$ cat src/rtl/group_scan_pkg.sv
// Shared types, default widths and helpers for the group scan request master.
package group_scan_pkg;

  // Transaction sequencing states.
  typedef enum logic [2:0] {
    IDLE,
    SETUP,
    ASSERT,
    HOLD,
    RESP
  } state_t;

  localparam int DEF_NUM_GROUPS  = 4;
  localparam int DEF_ADDR_W      = 20;
  localparam int DEF_DATA_W      = 32;
  localparam int DEF_SETUP_CYC   = 2;
  localparam int DEF_HOLD_CYC    = 2;
  localparam int DEF_TIMEOUT_CYC = 255;

  // Width of the shared SETUP/ASSERT/HOLD down-counter.
  localparam int CNT_W = 8;

  // LSB position of group g's lane in the flattened read-data bus.
  function automatic int lane_lsb(input int group, input int data_w);
    return group * data_w;
  endfunction

endpackage

$ cat src/rtl/group_scan_mux_master.sv
// Initiator on the static scan request bus: one host request at a time is turned
// into a setup / scan_id assert / hold sequence towards the selected group.
//
//  state  | meaning
//  IDLE   | req_ready high, waiting for a host request
//  SETUP  | addr/wdata and wen/ren driven, scan_id still low
//  ASSERT | scan_id[group] high, waiting for static_ready or timeout
//  HOLD   | scan_id low, bus held until hold time done and ready released
//  RESP   | one-cycle resp_valid pulse back to the host
module group_scan_mux_master
  import group_scan_pkg::*;
#(
  parameter int NUM_GROUPS  = DEF_NUM_GROUPS,
  parameter int ADDR_W      = DEF_ADDR_W,
  parameter int DATA_W      = DEF_DATA_W,
  parameter int SETUP_CYC   = DEF_SETUP_CYC,
  parameter int HOLD_CYC    = DEF_HOLD_CYC,
  parameter int TIMEOUT_CYC = DEF_TIMEOUT_CYC,
  parameter int GROUP_W     = (NUM_GROUPS > 1) ? $clog2(NUM_GROUPS) : 1
) (
  input  logic                         clk,
  input  logic                         rst_n,
  input  logic                         req_valid,
  output logic                         req_ready,
  input  logic                         req_write,
  input  logic [GROUP_W-1:0]           req_group,
  input  logic [ADDR_W-1:0]            req_addr,
  input  logic [DATA_W-1:0]            req_wdata,
  output logic                         resp_valid,
  output logic [DATA_W-1:0]            resp_rdata,
  output logic                         resp_err,
  output logic                         static_wen,
  output logic                         static_ren,
  output logic [ADDR_W-1:0]            static_addr,
  output logic [DATA_W-1:0]            static_wdata,
  output logic [NUM_GROUPS-1:0]        scan_id,
  input  logic [NUM_GROUPS-1:0]        static_ready,
  input  logic [NUM_GROUPS*DATA_W-1:0] static_rdata
);

  state_t               state;
  logic [CNT_W-1:0]     cnt;
  logic                 lat_write;
  logic [GROUP_W-1:0]   lat_group;
  logic [DATA_W-1:0]    rdata_q;
  logic                 err_q;

  logic [NUM_GROUPS-1:0] grp_onehot;
  logic                  sel_ready;
  logic [DATA_W-1:0]     sel_rdata;
  logic                  bad_group;

  // Decode the latched group; an out-of-range index decodes to all zeros.
  always_comb begin
    grp_onehot = NUM_GROUPS'(1) << lat_group;
    sel_ready  = |(static_ready & grp_onehot);
  end

  // Pick the selected group's read-data lane.
  always_comb begin
    sel_rdata = '0;
    for (int g = 0; g < NUM_GROUPS; g++) begin
      if (grp_onehot[g]) sel_rdata = static_rdata[lane_lsb(g, DATA_W) +: DATA_W];
    end
  end

  // Requests to a group that does not exist are answered without touching the bus.
  always_comb bad_group = (32'(req_group) >= NUM_GROUPS);

  // Transaction sequencer with registered bus and response outputs.
  always_ff @(posedge clk or negedge rst_n) begin
    if (!rst_n) begin
      state        <= IDLE;
      cnt          <= '0;
      lat_write    <= 1'b0;
      lat_group    <= '0;
      rdata_q      <= '0;
      err_q        <= 1'b0;
      req_ready    <= 1'b1;
      resp_valid   <= 1'b0;
      resp_rdata   <= '0;
      resp_err     <= 1'b0;
      static_wen   <= 1'b0;
      static_ren   <= 1'b0;
      static_addr  <= '0;
      static_wdata <= '0;
      scan_id      <= '0;
    end else begin
      case (state)
        IDLE: begin
          if (req_valid) begin
            req_ready <= 1'b0;
            lat_write <= req_write;
            lat_group <= req_group;
            rdata_q   <= '0;
            err_q     <= 1'b0;
            if (bad_group) begin
              resp_valid <= 1'b1;
              resp_rdata <= '0;
              resp_err   <= 1'b1;
              state      <= RESP;
            end else begin
              static_addr  <= req_addr;
              static_wdata <= req_wdata;
              static_wen   <= req_write;
              static_ren   <= ~req_write;
              cnt          <= CNT_W'(SETUP_CYC - 1);
              state        <= SETUP;
            end
          end
        end

        SETUP: begin
          if (cnt == '0) begin
            scan_id <= grp_onehot;
            cnt     <= CNT_W'(TIMEOUT_CYC - 1);
            state   <= ASSERT;
          end else begin
            cnt <= cnt - 1'b1;
          end
        end

        ASSERT: begin
          if (sel_ready || cnt == '0) begin
            scan_id    <= '0;
            static_wen <= 1'b0;
            static_ren <= 1'b0;
            cnt        <= CNT_W'(HOLD_CYC - 1);
            state      <= HOLD;
            if (sel_ready) begin
              if (!lat_write) rdata_q <= sel_rdata;
            end else begin
              err_q <= 1'b1;
            end
          end else begin
            cnt <= cnt - 1'b1;
          end
        end

        // Ready must drop before leaving so the group's scan_id edge detector re-arms.
        HOLD: begin
          if (cnt != '0) begin
            cnt <= cnt - 1'b1;
          end else if (!sel_ready) begin
            resp_valid <= 1'b1;
            resp_rdata <= (lat_write || err_q) ? '0 : rdata_q;
            resp_err   <= err_q;
            state      <= RESP;
          end
        end

        RESP: begin
          resp_valid <= 1'b0;
          req_ready  <= 1'b1;
          state      <= IDLE;
        end

        default: state <= IDLE;
      endcase
    end
  end

endmodule

$ cat config.mk
export PLATFORM = sky130hd
export DESIGN_NAME = group_scan_mux_master
export DESIGN_NICKNAME = d
export VERILOG_FILES = /design/src/rtl/group_scan_pkg.sv /design/src/rtl/group_scan_mux_master.sv
export SDC_FILE = /design/constraint.sdc
export NUM_CORES = 1
export LEC_CHECK = 0
export CAP_MARGIN = 5
export CORE_MARGIN = 2
export CORE_UTILIZATION = 39
export CTS_CLUSTER_SIZE = 25
export DETAILED_ROUTE_END_ITERATION = 16
export PLACE_DENSITY = 0.77
export SLEW_MARGIN = 20
export SYNTH_ARGS = -nofsm -noshare
export SYNTH_HDL_FRONTEND = slang
export SYNTH_SLANG_ARGS = --single-unit
$ cat constraint.sdc
create_clock -name clk -period 2 [get_ports clk]
set_input_delay 0.2 -clock clk [delete_from_list [all_inputs] [get_ports clk]]
set_output_delay 0.2 -clock clk [all_outputs]
set_load 0.01 [all_outputs]
# Word-level counts from Yosys, hierarchy flattened
# Index checks and enable logic that the tools add are counted.
[word_totals] wordCells=91 reg_bits=140 out_inout_bits=93 input_bits=190
[op_classes] addsub=1 eq_ne=13 n_reduce_logical=21 shift=1 muxes=36 n_bitwise=4
[ops] op="2-to-1 mux 32 bit" n=9
[ops] op="case mux 32 bit (2 select lines)" n=1
[ops] op="2-to-1 mux 8 bit" n=4
[ops] op="case mux 8 bit (4 select lines)" n=1
[ops] op="inequality test 2 bit, second input constant" n=9
[ops] op="2-to-1 mux 3 bit" n=5
[ops] op="AND reduction 3 bit" n=5
[ops] op="case mux 3 bit (4 select lines)" n=1
[ops] op="case mux 1 bit (2 select lines)" n=5
[ops] op="AND reduction 5 bit" n=2
[ops] op="logical NOT 8 bit" n=1
[ops] op="2-to-1 mux 4 bit" n=2
[ops] op="case mux 4 bit (2 select lines)" n=1
[ops] op="nonzero test 2 bit" n=4
[ops] op="nonzero test 8 bit" n=1
[ops] op="subtractor 8 x 1 -> 8 bit, second input constant" n=1
[ops] op="2-to-1 mux 1 bit" n=7
[ops] op="== test 3 x 2 -> 1 bit, second input constant" n=2
[ops] op="AND 4 bit" n=1
[ops] op="AND reduction 2 bit" n=2
[ops] op="AND reduction 4 bit" n=1
[ops] op="nonzero test 4 bit" n=1
[ops] op="OR reduction 4 bit" n=1
[ops] op="<< shifter 1 x 2 -> 4 bit, first input constant" n=1
[ops] op="other kinds (5)" n=8

# Logic depth before layout (Yosys ltp)
[logic_depth] ltp_word=9 mapped_depth=8 depth_no_buf=6

# Worst setup path after synthesis
# OpenSTA, ideal clock, no wires.
[synth_path] kind="reg-to-reg" start="reg cnt[0]" end="reg resp_err" path_stages_with_launch=8 arrival_ns=1.983 path_buffers=1 path_slack_ns=-0.107 synth_period_minus_slack_ns=2.107 t_required_ns=1.875 setup_ns=0.125 path_cell_list="dfrtp_1 inv_1 ha_1 nor3b_1 nand3_1 nor3_1 buf_4 mux2_2"
[synth_between] elab_chain_len=3
[synth_lines] element="start, declared" line_no="group_scan_mux_master.sv:42" text="logic [CNT_W-1:0] cnt;"
[synth_lines] element="start signal, assigned" line_no="group_scan_mux_master.sv:107" text="cnt <= CNT_W'(SETUP_CYC - 1);"
[synth_lines] element="start signal, assigned" line_no="group_scan_mux_master.sv:116" text="cnt <= CNT_W'(TIMEOUT_CYC - 1);"
[synth_lines] element="start signal, assigned" line_no="group_scan_mux_master.sv:119" text="cnt <= cnt - 1'b1;"
[synth_lines] element="nonzero test 8 bit" line_no="group_scan_mux_master.sv:142" text="if (cnt != '0) begin"
[synth_lines] element="NOT 1 bit (no source line)"
[synth_lines] element="AND reduction 3 bit (no source line)"
[synth_lines] element="end signal, assigned" line_no="group_scan_mux_master.sv:147" text="resp_err <= err_q;"
[synth_lines] element="end, declared" line_no="group_scan_mux_master.sv:31" text="output logic resp_err,"
# Every way passes these cells.
# A chain may end at the register's enable or synchronous reset.

# Final worst setup path
[layout_path] start="reg cnt[0]" end="reg resp_rdata[6]"
[layout_between] elab_chain_len=3
[layout_lines] element="nonzero test 8 bit" line_no="group_scan_mux_master.sv:142"
[layout_lines] element="NOT 1 bit (no source line)"
[layout_lines] element="AND reduction 3 bit (no source line)"
[layout_lines] element="end signal, assigned" line_no="group_scan_mux_master.sv:146" text="resp_rdata <= (lat_write || err_q) ? '0 : rdata_q;"
[layout_lines] element="end, declared" line_no="group_scan_mux_master.sv:30" text="output logic [DATA_W-1:0] resp_rdata,"
# Every way passes these cells.

==> flow_summary.json <==
{
  "drive_gt1_share_pct": 20.3,
  "cp-start-kind": "flop",
  "p_leak_uw": 0.00449,
  "gp_congestion": 0.861,
  "max_freq_mhz": 524,
  "synth_area_leaders": "dfrtp_1 (52%), mux4_2 (10%), mux2_2 (9.3%)",
  "die_w_um": 136,
  "grt_max_degree": 57,
  "slew_headroom_pct": 62.7,
  "grt_first_pass_wirelength_um": 29300,
  "insertion_delay_ns": 0.42,
  "final_nets": 1057,
  "seqPwrFrac_pct": 32.2,
  "drc_errors": 0,
  "synth_adder_area_share_pct": 0.185,
  "combPwrFrac_pct": 41.1,
  "area_growth_pct": 60.8,
  "nFillCells": 1341,
  "wl_um": 18600,
  "dr.pass1.iters": 4,
  "syn_nets": 754,
  "end_kind": "flop",
  "slew_violations": 0,
  "hold_violations": 0,
  "drv_cap": 0,
  "synth-simple-area-share_pct": 10.3,
  "synth_ff_type": "dfrtp_1",
  "crit_path_max_fanout": 11,
  "synth_area_um2": 6750,
  "power_density_nw_per_um2": 1290,
  "coreArea_um2": 17100,
  "rows": 48,
  "final.min_clock_period_ns": 1.91,
  "status": "complete, no violations",
  "ant_nets": 0,
  "syn_inst": 563,
  "grt_pass1_vias": 5621,
  "cts_tree": "built",
  "h-tree-depth": 4,
  "yosys_warnings": 0,
  "async_reset_ff_share_pct": 100,
  "switching_share_pct": 30.1,
  "via_per_inst": 4.99,
  "drt_iter0_markers": 286,
  "p_int_uw": 9810,
  "dpl.cell_count": 1070,
  "setup_viol": 0,
  "ir_worst_vdd_mv": 0.686,
  "numCtsBuffers": 17,
  "place_hpwl_um": 13700,
  "finClkSkew_ns": 0.00906,
  "yosys-top-cells-count": "dfrtp_1 (139), nand2_1 (104), mux2_2 (56)",
  "fin_cells": 1106,
  "path_class": "reg -> reg",
  "antenna_found_initial": 2,
  "ios": 283,
  "seq_area_frac_synth_pct": 52.0,
  "route.detailed.wl_per_inst_um": 16.8,
  "p_clk_share_pct": 26.6,
  "synth_edf_count": 0,
  "timing.hold.ws_ns": 0.321,
  "die_y_um": 136,
  "num_vias": 5521,
  "grt_usage_pct": 20.8,
  "overflow": 0,
  "synth-compound-area-share_pct": 6.77,
  "clkTransAtPathRegs_ns": 0.06,
  "yosysTopAreaCell": "dfrtp_1",
  "synth_most_common_cell": "dfrtp_1",
  "cts_root_buffer": "clkbuf_16",
  "dieArea_um2": 18400,
  "worst_slew_pin_slew_ns": 0.559,
  "clockBufferDepth": 2,
  "hold_class": "in -> async",
  "synthMuxAreaShare_pct": 25.8,
  "synth_top_family_by_area": "multiplexers",
  "io_buffer_count": 282,
  "power.switching_uw": 4220,
  "synth_seq_cells": 140,
  "rsz0062_at_grt": "true",
  "synth-xor-area-share_pct": 0,
  "synth_cell_types": 54,
  "syn_avg_cell_area_um2": 12.0,
  "initial_core_util_pct": 39.4,
  "cp.required_ns": 2.33,
  "cp_data_arrival_time_ns": 2.24,
  "synth.top_cell.area_share_pct": 51.6,
  "period_share_pct": 95.5,
  "cts.sinks": 140
}
state kept, by name (all words and copies together), names as in the netlist, 2 cells and up:
signal	cells
resp_rdata	32
scan_id	4
static_addr	20
rdata_q	32
static_wdata	32
lat_group	2
state	3
cnt	8
placed cells by master, fill, tap and decap left out, drive strengths merged, types with 4 or more instances in the layout:
cell and count:
a21oi 4, buf 39, bufinv 7, clkbuf 18, clkdlybuf4s50 281, dfrtp 139
inv 42, mux2 57, mux2i 34, mux4 33, nand2 104, nor2 14
nor3 8, nor4 7, o21ai 35
through the flow:
step                setup TNS [ns]  utilization [%]  power [uW]  area [um2]  worst slack [ns]
floorplan                        0                -        7300        6750            0.0579
global placement                 0             58.9       10200       10100            0.0613
detailed placement        -0.00489             58.9       10300       10100          -0.00489
CTS                              0             63.1       14100       10800            0.0243
global route               -0.0192             63.4       14800       10800           -0.0147
finish                           0             63.4       14000       10800            0.0908
routing by layer:
| layer | wire length, um | part of all wire (%) | track usage (%) |
|---|---|---|---|
| met1 | 7650 | 41 | 26.0 |
| met2 | 9530 | 51 | 34.9 |
| met3 | 1060 | 5.7 | 5.20 |
| met4 | 345 | 1.9 | 7.75 |
| met5 | 0 | 0 | 0 |
cells by family (layout without fill, tap and decap cells):
logic type               after synthesis  after routing
AND/OR/NAND/NOR                      153            153
flip-flops                           140            140
multiplexers                         124            124
buffers and inverters                 76            392
AO/OA/AOI/OAI                         69             69
adder cells (fa/ha/maj)                1              1
other                                  0              2
repair_timing:
item / in CTS / in global routing
endpoints found under the hold margin: 50 / 0
setup endpoints to repair: 0 / 39
hold buffers: 1 / 0
resized for setup: 0 / 10
setup buffers: 0 / 1
power groups by stage:
stage	sequential, uW	combinational, uW	clock [uW]
after floorplan	4840	2460	0
after global placement	4510	5680	0
after detailed placement	4560	5750	0
after CTS	4530	5780	3810
after global routing	4660	6210	3960
final	4520	5770	3730
final timing paths:
kind / from / end / slack, ns / cells after the start
min in group clk: req_group[1] / lat_group[1] / 0.37 / 3
worst max register to register: cnt[0] / resp_rdata[6] / 0.09 / 8
worst min-delay path: rst_n / resp_rdata[10] / 0.32 / 2
worst max-delay path: cnt[0] / resp_rdata[6] / 0.09 / 8
worst min register to register: rdata_q[6] / rdata_q[6] / 0.48 / 2
max in group asynchronous: rst_n / state[2] / 1.04 / 3
cell type report:
class | instances | area (um2) | share of cell area [%]
tap | 225 | 282 | 2.59
antenna | 2 | 5.00 | 0.0461
inverter | 39 | 146 | 1.35
clock inverter | 14 | 263 | 2.42
clock buffer | 18 | 439 | 4.05
sequential | 140 | 3510 | 32.3
timing repair buffer | 321 | 3240 | 29.8
multi-input combinational | 347 | 2970 | 27.4
critical path, stage by stage (launching register included):
cell and delay [ns]:
dfrtp_1 0.39, inv_1 0.06, ha_2 0.22, nor3b_4 0.22, nand3_2 0.14, nor3_4 0.26, buf_6 0.16, buf_12 0.15
mux2i_1 0.21
Power figures use the tool's default switching activity.
